==> src/rtl/pe_seq_ctrl_pkg.sv <==
// Shared types for the PE_POOL_top input sequencer: packet layout, PE marker
// states and the sequencer's own state encoding.
package pe_seq_ctrl_pkg;

    localparam int KERNEL_SIZE = 9;
    localparam int POOL_WIN    = 4;
    localparam int LANES       = 4;
    localparam int DATA_W      = 8;
    localparam int CNT_W       = 8;
    localparam int ADDR_W      = 4;
    localparam int CONV_W      = $clog2(POOL_WIN + 1);

    typedef enum logic [1:0] {
        INVALID  = 2'd0,
        VALID    = 2'd1,
        CNN_FIN  = 2'd2,
        POOL_FIN = 2'd3
    } PE_STATE;

    typedef struct packed {
        PE_STATE                       PE_state;
        logic [LANES-1:0][DATA_W-1:0]  A;
        logic [DATA_W-1:0]             wrb_data;
        logic [ADDR_W-1:0]             wrb_addr;
        logic [LANES-1:0]              wrb;
        logic [ADDR_W-1:0]             rdb_addr;
    } PE_IN_PACKET;

    typedef enum logic [2:0] {
        IDLE   = 3'd0,
        LOAD_W = 3'd1,
        STREAM = 3'd2,
        POOL   = 3'd3,
        DONE   = 3'd4
    } SEQ_STATE;

endpackage

==> src/rtl/pe_seq_ctrl_if.sv <==
// Bundle of configuration, weight/activation handshakes and PE packet output.
// master = fetch/config side, slave = the sequencer.
interface pe_seq_ctrl_if;
    import pe_seq_ctrl_pkg::*;

    logic                    cfg_start;
    logic [CNT_W-1:0]        cfg_num_windows;
    logic                    w_valid;
    logic                    w_ready;
    logic [DATA_W-1:0]       w_data;
    logic [LANES-1:0]        w_lane_mask;
    logic                    act_valid;
    logic                    act_ready;
    logic [LANES*DATA_W-1:0] act_data;
    PE_IN_PACKET             pe_in_pk;
    logic                    busy;
    logic                    done;

    modport master (
        output cfg_start, cfg_num_windows,
        output w_valid, w_data, w_lane_mask,
        output act_valid, act_data,
        input  w_ready, act_ready, pe_in_pk, busy, done
    );

    modport slave (
        input  cfg_start, cfg_num_windows,
        input  w_valid, w_data, w_lane_mask,
        input  act_valid, act_data,
        output w_ready, act_ready, pe_in_pk, busy, done
    );

endinterface

==> src/rtl/pe_seq_beat_cnt.sv <==
// Beat index within a kernel; shared by the weight load and the convolution stream.
module pe_seq_beat_cnt #(
    parameter int KERNEL_SIZE = 9,
    parameter int CNT_W       = 4
) (
    input  logic             clk,
    input  logic             reset,
    input  logic             clr_i,
    input  logic             inc_i,
    output logic [CNT_W-1:0] cnt_o,
    output logic             tc_o
);

    localparam logic [CNT_W-1:0] LAST = CNT_W'(KERNEL_SIZE - 1);

    logic [CNT_W-1:0] cnt_q, cnt_d;

    assign cnt_o = cnt_q;
    assign tc_o  = (cnt_q == LAST);

    always_comb begin
        cnt_d = cnt_q;
        if (clr_i) begin
            cnt_d = '0;
        end else if (inc_i) begin
            cnt_d = tc_o ? '0 : cnt_q + CNT_W'(1);
        end
    end

    always_ff @(posedge clk) begin
        if (reset) begin
            cnt_q <= '0;
        end else begin
            cnt_q <= cnt_d;
        end
    end

endmodule

==> src/rtl/pe_seq_ctrl.sv <==
// Sequencer driving PE_POOL_top: loads kernel weights, streams convolution
// windows with VALID/CNN_FIN markers and closes each pool window with POOL_FIN.
//
// state  | meaning
// IDLE   | waiting for cfg_start
// LOAD_W | accepting KERNEL_SIZE weight beats into the PE buffers
// STREAM | accepting activation beats, one convolution per KERNEL_SIZE beats
// POOL   | single POOL_FIN cycle after POOL_WIN convolutions
// DONE   | one-cycle end of job, done pulse follows
module pe_seq_ctrl
    import pe_seq_ctrl_pkg::*;
(
    input  logic          clk,
    input  logic          reset,
    pe_seq_ctrl_if.slave  bus
);

    localparam logic [CONV_W-1:0] POOL_WIN_C = CONV_W'(POOL_WIN);

    SEQ_STATE          state_q, state_d;
    logic [CONV_W-1:0] conv_cnt_q, conv_cnt_d;
    logic [CNT_W-1:0]  win_cnt_q, win_cnt_d;
    logic [CNT_W-1:0]  num_win_q, num_win_d;
    PE_IN_PACKET       pk_q, pk_d;
    logic              done_q, done_d;

    logic              beat_inc, beat_clr, beat_tc;
    logic [ADDR_W-1:0] beat_cnt;

    pe_seq_beat_cnt #(
        .KERNEL_SIZE (KERNEL_SIZE),
        .CNT_W       (ADDR_W)
    ) u_beat_cnt (
        .clk   (clk),
        .reset (reset),
        .clr_i (beat_clr),
        .inc_i (beat_inc),
        .cnt_o (beat_cnt),
        .tc_o  (beat_tc)
    );

    assign bus.w_ready   = (state_q == LOAD_W);
    assign bus.act_ready = (state_q == STREAM);
    assign bus.busy      = (state_q != IDLE);
    assign bus.pe_in_pk  = pk_q;
    assign bus.done      = done_q;

    always_comb begin
        state_d     = state_q;
        conv_cnt_d  = conv_cnt_q;
        win_cnt_d   = win_cnt_q;
        num_win_d   = num_win_q;
        pk_d        = '0;
        pk_d.PE_state = INVALID;
        done_d      = 1'b0;
        beat_inc    = 1'b0;
        beat_clr    = 1'b0;

        case (state_q)
            IDLE: begin
                beat_clr = 1'b1;
                if (bus.cfg_start) begin
                    if (bus.cfg_num_windows != '0) begin
                        num_win_d  = bus.cfg_num_windows;
                        win_cnt_d  = '0;
                        conv_cnt_d = '0;
                        state_d    = LOAD_W;
                    end else begin
                        state_d = DONE;
                    end
                end
            end
            LOAD_W: begin
                if (bus.w_valid) begin
                    pk_d.wrb_data = bus.w_data;
                    pk_d.wrb_addr = beat_cnt;
                    pk_d.wrb      = bus.w_lane_mask;
                    beat_inc      = 1'b1;
                    if (beat_tc) begin
                        state_d = STREAM;
                    end
                end
            end
            STREAM: begin
                if (bus.act_valid) begin
                    pk_d.A        = bus.act_data;
                    pk_d.rdb_addr = beat_cnt;
                    pk_d.PE_state = beat_tc ? CNN_FIN : VALID;
                    beat_inc      = 1'b1;
                    if (beat_tc) begin
                        conv_cnt_d = conv_cnt_q + CONV_W'(1);
                        if (conv_cnt_d == POOL_WIN_C) begin
                            state_d = POOL;
                        end
                    end
                end
            end
            POOL: begin
                pk_d.PE_state = POOL_FIN;
                conv_cnt_d    = '0;
                win_cnt_d     = win_cnt_q + CNT_W'(1);
                state_d       = (win_cnt_d == num_win_q) ? DONE : STREAM;
            end
            DONE: begin
                done_d   = 1'b1;
                beat_clr = 1'b1;
                state_d  = IDLE;
            end
            default: begin
                state_d = IDLE;
            end
        endcase
    end

    always_ff @(posedge clk) begin
        if (reset) begin
            state_q    <= IDLE;
            conv_cnt_q <= '0;
            win_cnt_q  <= '0;
            num_win_q  <= '0;
            pk_q       <= '0;
            done_q     <= 1'b0;
        end else begin
            state_q    <= state_d;
            conv_cnt_q <= conv_cnt_d;
            win_cnt_q  <= win_cnt_d;
            num_win_q  <= num_win_d;
            pk_q       <= pk_d;
            done_q     <= done_d;
        end
    end

endmodule

==> src/flat_wrapper.sv <==
// flat-port wrapper written by rule: the top's interface ports become plain ports
module pe_seq_ctrl_flat import pe_seq_ctrl_pkg::*;
  (clk, reset, bus_cfg_start, bus_cfg_num_windows, bus_w_valid, bus_w_data, bus_w_lane_mask, bus_act_valid, bus_act_data, bus_w_ready, bus_act_ready, bus_pe_in_pk, bus_busy, bus_done);
  pe_seq_ctrl_if bus_i ();
  input  logic clk;
  input  logic reset;
  input wire logic [$bits(bus_i.cfg_start)-1:0] bus_cfg_start;
  input wire logic [$bits(bus_i.cfg_num_windows)-1:0] bus_cfg_num_windows;
  input wire logic [$bits(bus_i.w_valid)-1:0] bus_w_valid;
  input wire logic [$bits(bus_i.w_data)-1:0] bus_w_data;
  input wire logic [$bits(bus_i.w_lane_mask)-1:0] bus_w_lane_mask;
  input wire logic [$bits(bus_i.act_valid)-1:0] bus_act_valid;
  input wire logic [$bits(bus_i.act_data)-1:0] bus_act_data;
  output wire logic [$bits(bus_i.w_ready)-1:0] bus_w_ready;
  output wire logic [$bits(bus_i.act_ready)-1:0] bus_act_ready;
  output wire logic [$bits(bus_i.pe_in_pk)-1:0] bus_pe_in_pk;
  output wire logic [$bits(bus_i.busy)-1:0] bus_busy;
  output wire logic [$bits(bus_i.done)-1:0] bus_done;
  assign bus_i.cfg_start = bus_cfg_start;
  assign bus_i.cfg_num_windows = bus_cfg_num_windows;
  assign bus_i.w_valid = bus_w_valid;
  assign bus_i.w_data = bus_w_data;
  assign bus_i.w_lane_mask = bus_w_lane_mask;
  assign bus_i.act_valid = bus_act_valid;
  assign bus_i.act_data = bus_act_data;
  assign bus_w_ready = bus_i.w_ready;
  assign bus_act_ready = bus_i.act_ready;
  assign bus_pe_in_pk = bus_i.pe_in_pk;
  assign bus_busy = bus_i.busy;
  assign bus_done = bus_i.done;
  pe_seq_ctrl u_core (.clk(clk), .reset(reset), .bus(bus_i));
endmodule
==> config.mk <==
export PLATFORM = sky130hd
export DESIGN_NAME = pe_seq_ctrl_flat
export DESIGN_NICKNAME = d
export VERILOG_FILES = /design/src/rtl/pe_seq_ctrl_pkg.sv /design/src/rtl/pe_seq_ctrl_if.sv /design/src/rtl/pe_seq_beat_cnt.sv /design/src/rtl/pe_seq_ctrl.sv /design/src/flat_wrapper.sv
export SDC_FILE = /design/constraint.sdc
export NUM_CORES = 1
export LEC_CHECK = 0
export ABC_AREA = 1
export CORE_MARGIN = 2
export CORE_UTILIZATION = 44
export CTS_CLUSTER_DIAMETER = 50
export DETAILED_ROUTE_END_ITERATION = 16
export MAX_ROUTING_LAYER = met4
export PLACE_DENSITY = 0.77
export SLEW_MARGIN = 30
export SYNTH_ARGS = -nofsm -noshare
export SYNTH_HDL_FRONTEND = slang
export SYNTH_HIERARCHICAL = 1
export SYNTH_SLANG_ARGS = --single-unit
export TNS_END_PERCENT = 20
==> constraint.sdc <==
create_clock -name clk -period 2 [get_ports clk]
set_input_delay 0.2 -clock clk [delete_from_list [all_inputs] [get_ports clk]]
set_output_delay 0.2 -clock clk [all_outputs]
set_load 0.1 [all_outputs]
# Word-level counts from Yosys, hierarchy flattened
# Index checks and enable logic that the tools add are counted.
totals:
  wordCells: 75
  in_bits: 57
  out_inout_bits: 58
  reg_bits: 81
op_classes:
  n_eq_ne: 14
  add_sub_neg: 3
  n_reduce_logical: 13
  mux: 26
  bitwise_logic: 4
op_table:
  columns: ["op", "count"]
  rows:
  - ["$mux W3", 12]
  - ["$mux W34", 1]
  - ["$mux W8", 2]
  - ["$pmux W8 S2", 1]
  - ["$pmux W3 S4", 1]
  - ["$pmux W3 S3", 1]
  - ["$add A8 B1 Y8 const B", 1]
  - ["$eq A8 B8 Y1", 1]
  - ["$ne A2 B1 Y1 const B", 4]
  - ["$reduce_bool A8 Y1", 1]
  - ["$eq A3 B2 Y1 const B", 2]
  - ["$eq A3 B3 Y1 const B", 2]
  - ["$ne A2 B2 Y1 const B", 3]
  - ["$reduce_and A3 Y1", 2]
  - ["$reduce_and A6 Y1", 1]
  - ["$reduce_bool A3 Y1", 2]
  - ["$reduce_or A3 Y1", 2]
  - ["$reduce_and A5 Y1", 1]
  - ["$add A4 B1 Y4 const B", 1]
  - ["$eq A4 B4 Y1 const B", 1]
  - ["$mux W1", 4]
  - ["$mux W4", 1]
  - ["$not A1 Y1", 4]
  - ["$pmux W2 S2", 1]
  - ["7 further kinds", 8]

# Logic depth before layout (Yosys ltp)
depth:
  ltp_word: 6
  depth_mapped: 14
  mapped_depth_nobuf: 14

# By module
# The synthesis kept the hierarchy.
by_module_without_submodules:
  columns: ["module", "n_inst", "seq_area_each_um2", "area_each_um2", "cells_per_inst"]
  rows:
  - ["pe_seq_ctrl", 1, 1541.5, 2846.5, 376]
  - ["pe_seq_beat_cnt", 1, 80.1, 214.0, 30]

# Worst setup path after synthesis
# Ideal clock, no wire load.
synth_timing:
  kind: "reg2reg"
  startpoint: "register u_core.state_q[0]"
  endpoint: "register u_core.u_beat_cnt.cnt_q[3] (netlist: u_core/u_beat_cnt/cnt_o[3])"
  t_required_ns: 1.889
  setup_time_ns: 0.111
  n_path_buf: 0
  period_less_slack_ns: 3.675
  path_slack_ns: -1.675
  stages_incl_launch_ff: 10
  t_arrival_ns: 3.564
  cell_sequence: "dfxtp_1 inv_1 nor3_1 inv_1 o21ai_0 nand2_2 nor2_1 nand2_1 nand2_1 nor2_2"
synth_via:
  elab_cells_between_ends: 8
  classes_between: "3 x eq/ne; 2 x mux; 3 x reduce/logical"
synth_lines:
  columns: ["item", "line_no", "text"]
  rows:
  - ["start: declaration", "pe_seq_ctrl.sv:20", "SEQ_STATE state_q, state_d;"]
  - ["start signal: assignment", "pe_seq_ctrl.sv:124", "state_q <= state_d;"]
  - ["$eq A3 B1 Y1", null, null]
  - ["named net bus_w_ready", "flat_wrapper.sv:14", "output wire logic [$bits(bus_i.w_ready)-1:0] bus_w_ready;"]
  - ["$pmux W1 S2", "pe_seq_ctrl.sv:59", "case (state_q)"]
  - ["named net u_core.beat_inc", "pe_seq_ctrl.sv:27", "logic beat_inc, beat_clr, beat_tc;"]
  - ["end signal: assignment", "pe_seq_beat_cnt.sv:34", "cnt_q <= cnt_d;"]
  - ["end: declaration", "pe_seq_beat_cnt.sv:16", "logic [CNT_W-1:0] cnt_q, cnt_d;"]
# The timed path passes the listed nets, and every way through them passes these cells.
# A chain may end at the register's enable or synchronous reset.

# Final worst setup path
layout_timing:
  startpoint: "register u_core.u_beat_cnt.cnt_q[0] (netlist: u_core/u_beat_cnt/cnt_o[0])"
  endpoint: "register u_core.conv_cnt_q[2]"
layout_via:
  elab_chain_cells: 3
layout_rtl:
  columns: ["item", "line_no", "text"]
  rows:
  - ["$eq A4 B4 Y1", "pe_seq_beat_cnt.sv:19", "assign tc_o = (cnt_q == LAST);"]
  - ["named net u_core.beat_tc", "pe_seq_ctrl.sv:27", null]
  - ["$ne A2 B1 Y1 (no line)", null, null]
  - ["$reduce_and A5 Y1 (no line)", null, null]
  - ["end signal: assignment", "pe_seq_ctrl.sv:125", "conv_cnt_q <= conv_cnt_d;"]
  - ["end: declaration", "pe_seq_ctrl.sv:21", "logic [CONV_W-1:0] conv_cnt_q, conv_cnt_d;"]
# The timed path passes the listed nets, and every way through them passes these cells.

==> impl_results.md <==
* Status: complete, no violations
* CTS Root Cell: clkbuf_8
* Vias at 2778
* Stages on the worst setup path at 12
* Clk_lat worst skew at 0.35 ns
* DRT iter0 DRCs at 118
* Post-Synthesis Cells at 406
* Initial Util at 0.4530
* CP Max Fanout at 4
* Die Y at 87.40 um
* Met1 global-route usage at 0.2201
* Layout filler cell count at 574
* Worst reg-to-reg setup slack at 0.22 ns
* Num CTS Buffers at 9
* Initial antenna violation count at 0
* Global route hottest layer: met2
* Max-cap viol count at 0
* GR Util met3 at 0.03602
* # clock sinks at 81
* Final net count at 588
* I/O Pins at 115
* Crit path to: u_core/conv_cnt_q[2]
* Synth Area per Inst at 7.538 um2
* Gr usage total at 0.1946
* Hold_buf cts at 0
* DP Area at 4199 um2
* CP Class: flip-flop to flip-flop
* Setup crit end kind: flip-flop
* Commonest non-fill, non-tap cell in the layout: inv_1
* Fin area at 4439 um2
* Dpl hpwl at 5.432 mm
* Seq cells post-synth at 81
* DRC at 0
* Final antenna diode count at 0
* Pleak at 2.106 nW
* Syn nets at 468
* Hold path start: bus_act_data[3]
* Setup TNS at 0 ns
* Antenna Nets Post-Route at 0
* Max Slew Vio Count at 0
* Crit-path slowest cell: dfxtp_1
* M2 GR Usage at 0.3347
* Pin count of the biggest net entering global routing at 37
* Post-synth top area cell: dfxtp_1
* Routed len/inst at 11.86 um
* Die width at 87.40 um
* Finished Layout Cells at 611
* Slew @ Worst Pin at 0.3674 ns
* Global-route wire length before repair at 11.44 mm
* Ratio of cells with drive above 1 in the final layout at 0.1789
* Unrepaired setup endpoints after global routing: no
* Post-Place Cells at 595
* R2r startpoint: u_core/u_beat_cnt/cnt_o[0]
* Reg-to-Reg End: u_core/conv_cnt_q[2]
* Crit path launch type: flip-flop
* Sequential area share after synthesis at 0.5298
* Peak Freq at 562.3 MHz
* Total die area at 7639 um2
* Final setup vio count at 0
* Worst Hold Class: input pin to flip-flop
* Row Count at 30
* GRT overflow at 0
* Final worst-path cycle share at 0.8892
* Top-area cell type share of the netlist area at 0.5298
* Reg2Reg Depth at 12
* Core Region at 6756 um2
* Crit path cell chain: inv_1 > ha_1 > nand2_1 > nor2_2 > nand2_1 > nand2_1 > o21ai_2 > a211oi_1 > nand2_1 > inv_2 > nand3_1 > a21oi_1
* H-tree levels at 3
* Seq. cell area at 1623 um2
* Worst Setup SP: u_core/u_beat_cnt/cnt_o[0]
* Yosys Warn Count at 6
* Layout area overhead at 45.05%
* Clock buffer depth at 2
* Clock Pin Slew Worst Setup and Hold Paths at 0.09 ns
* First drt pass iteration count at 4
* Critical Path AT at 2.06 ns
* Power per cell area at 988.1 nW/um2
* Largest stage delay on the critical path at 0.35 ns
* TritonCTS clock tree: done
* Peak VDD IR at 384.8 uV
* Drt total wl at 7.247 mm
* Vias in the first global route at 2580
* CP top delay family: simple AND/OR/NAND/NOR gates
* Hold Fails Final Rpt at 0
* Worst Path Buf+Inv at 2
* RePlAce Congestion at 0.8413
* Worst hold slack at 0.3582 ns
* CP required at 2.28 ns
* Most frequent CP cell: nand2_1
* Clock skew at 0.005665 ns
* Rel. slew slack at 0.7551
* Synth area leaders: dfxtp_1 (53%), inv_1 (10%), nor2_1 (9.6%)
* Min Tclk post-route at 1.778 ns
* Vias per cell at 4.547
* Most frequent cells in the layout: inv_1 (83), dfxtp_1 (80), nor2_1 (78), nand2_1 (61), buf_4 (58)
* Multi-input logic area at 1102 um2
* Synth Cell Area at 3060 um2
* Input/output buffers at 114
* Synth unique cells at 25
worst min-delay path: cells and delay by family:
| family | cells | cell delay [ns] |
|---|---|---|
| buffers and inverters | 2 | 0.44 |
| AND/OR/NAND/NOR | 1 | 0.03 |
cell usage after synthesis (all sizes together):
| library cell | number |
|---|---|
| a211oi | 3 |
| a21oi | 20 |
| a31oi | 2 |
| buf | 7 |
| clkbuf | 1 |
| clkinv | 1 |
| dfxtp | 81 |
| ha | 5 |
| inv | 85 |
| nand2 | 65 |
| nand3 | 28 |
| nand4 | 2 |
| nor2 | 84 |
| nor3 | 2 |
| o21ai | 16 |
| o21bai | 1 |
| xnor2 | 1 |
| xor2 | 2 |
power by group:
group          switching [mW]  leakage [nW]  internal (mW)
registers              0.0612         0.656           1.71
logic                   0.851          1.33          0.384
clock network           0.625         0.119          0.757
per-stage QoR:
step	util	setup WS, ns	power (mW)
6_report	0.6570	0.2216	4.386
5_1_grt	0.6570	0.03814	4.603
4_1_cts	0.6563	0.2276	4.411
3_5_place_dp	0.6215	0.1810	3.036
3_3_place_gp	0.6215	0.2441	3.022
2_1_floorplan	-	-0.06919	2.652
cell type report:
type	count	share of cell area
Tap cell	80	0.02255
Timing Repair Buffer	117	0.2379
Inverter	86	0.07272
Sequential cell	81	0.3656
Multi-Input combinational cell	231	0.2483
Clock buffer	10	0.03100
Clock inverter	6	0.02198
logic make-up (layout without fill, tap and decap cells):
logic type               after synthesis  count (layout)  share of synthesized area
buffers and inverters                 94             219                     0.1181
XOR/XNOR                               3               3                   0.008587
AND/OR/NAND/NOR                      181             181                     0.2490
AO/OA/AOI/OAI                         42              42                    0.07400
adder cells (fa/ha/maj)                5               5                    0.02044
flip-flops                            81              81                     0.5298
how the worst min path moves through the flow:
stage,endpoint,depth (start not counted)
6_report,u_core/bus.pe_in_pk[23],3
5_1_grt,u_core/bus.pe_in_pk[32],3
4_1_cts,u_core/bus.pe_in_pk[20],3
3_5_place_dp,u_core/num_win_q[4],2
3_3_place_gp,u_core/conv_cnt_q[2],2
2_1_floorplan,u_core/bus.pe_in_pk[12],2
state kept, by name, summed over array words and instances (netlist names):
name                     cells
u_core/bus.pe_in_pk         54
u_core/num_win_q             8
u_core/win_cnt_q             8
u_core/u_beat_cnt/cnt_o      4
u_core/conv_cnt_q            3
u_core/state_q               3
u_core/bus.done              1
metal layers:
layer / routed length (um) / share of wire
met5: 0 / 0
met4: 155 / 0.021
met3: 340 / 0.047
met2: 3689 / 0.51
met1: 3062 / 0.42
timing repair:
item / CTS / global route
buffers inserted: 0 / 0
gates resized for setup: 0 / 1
setup endpoints to repair: 0 / 5
No activity file was read; power rests on OpenSTA's default activity.
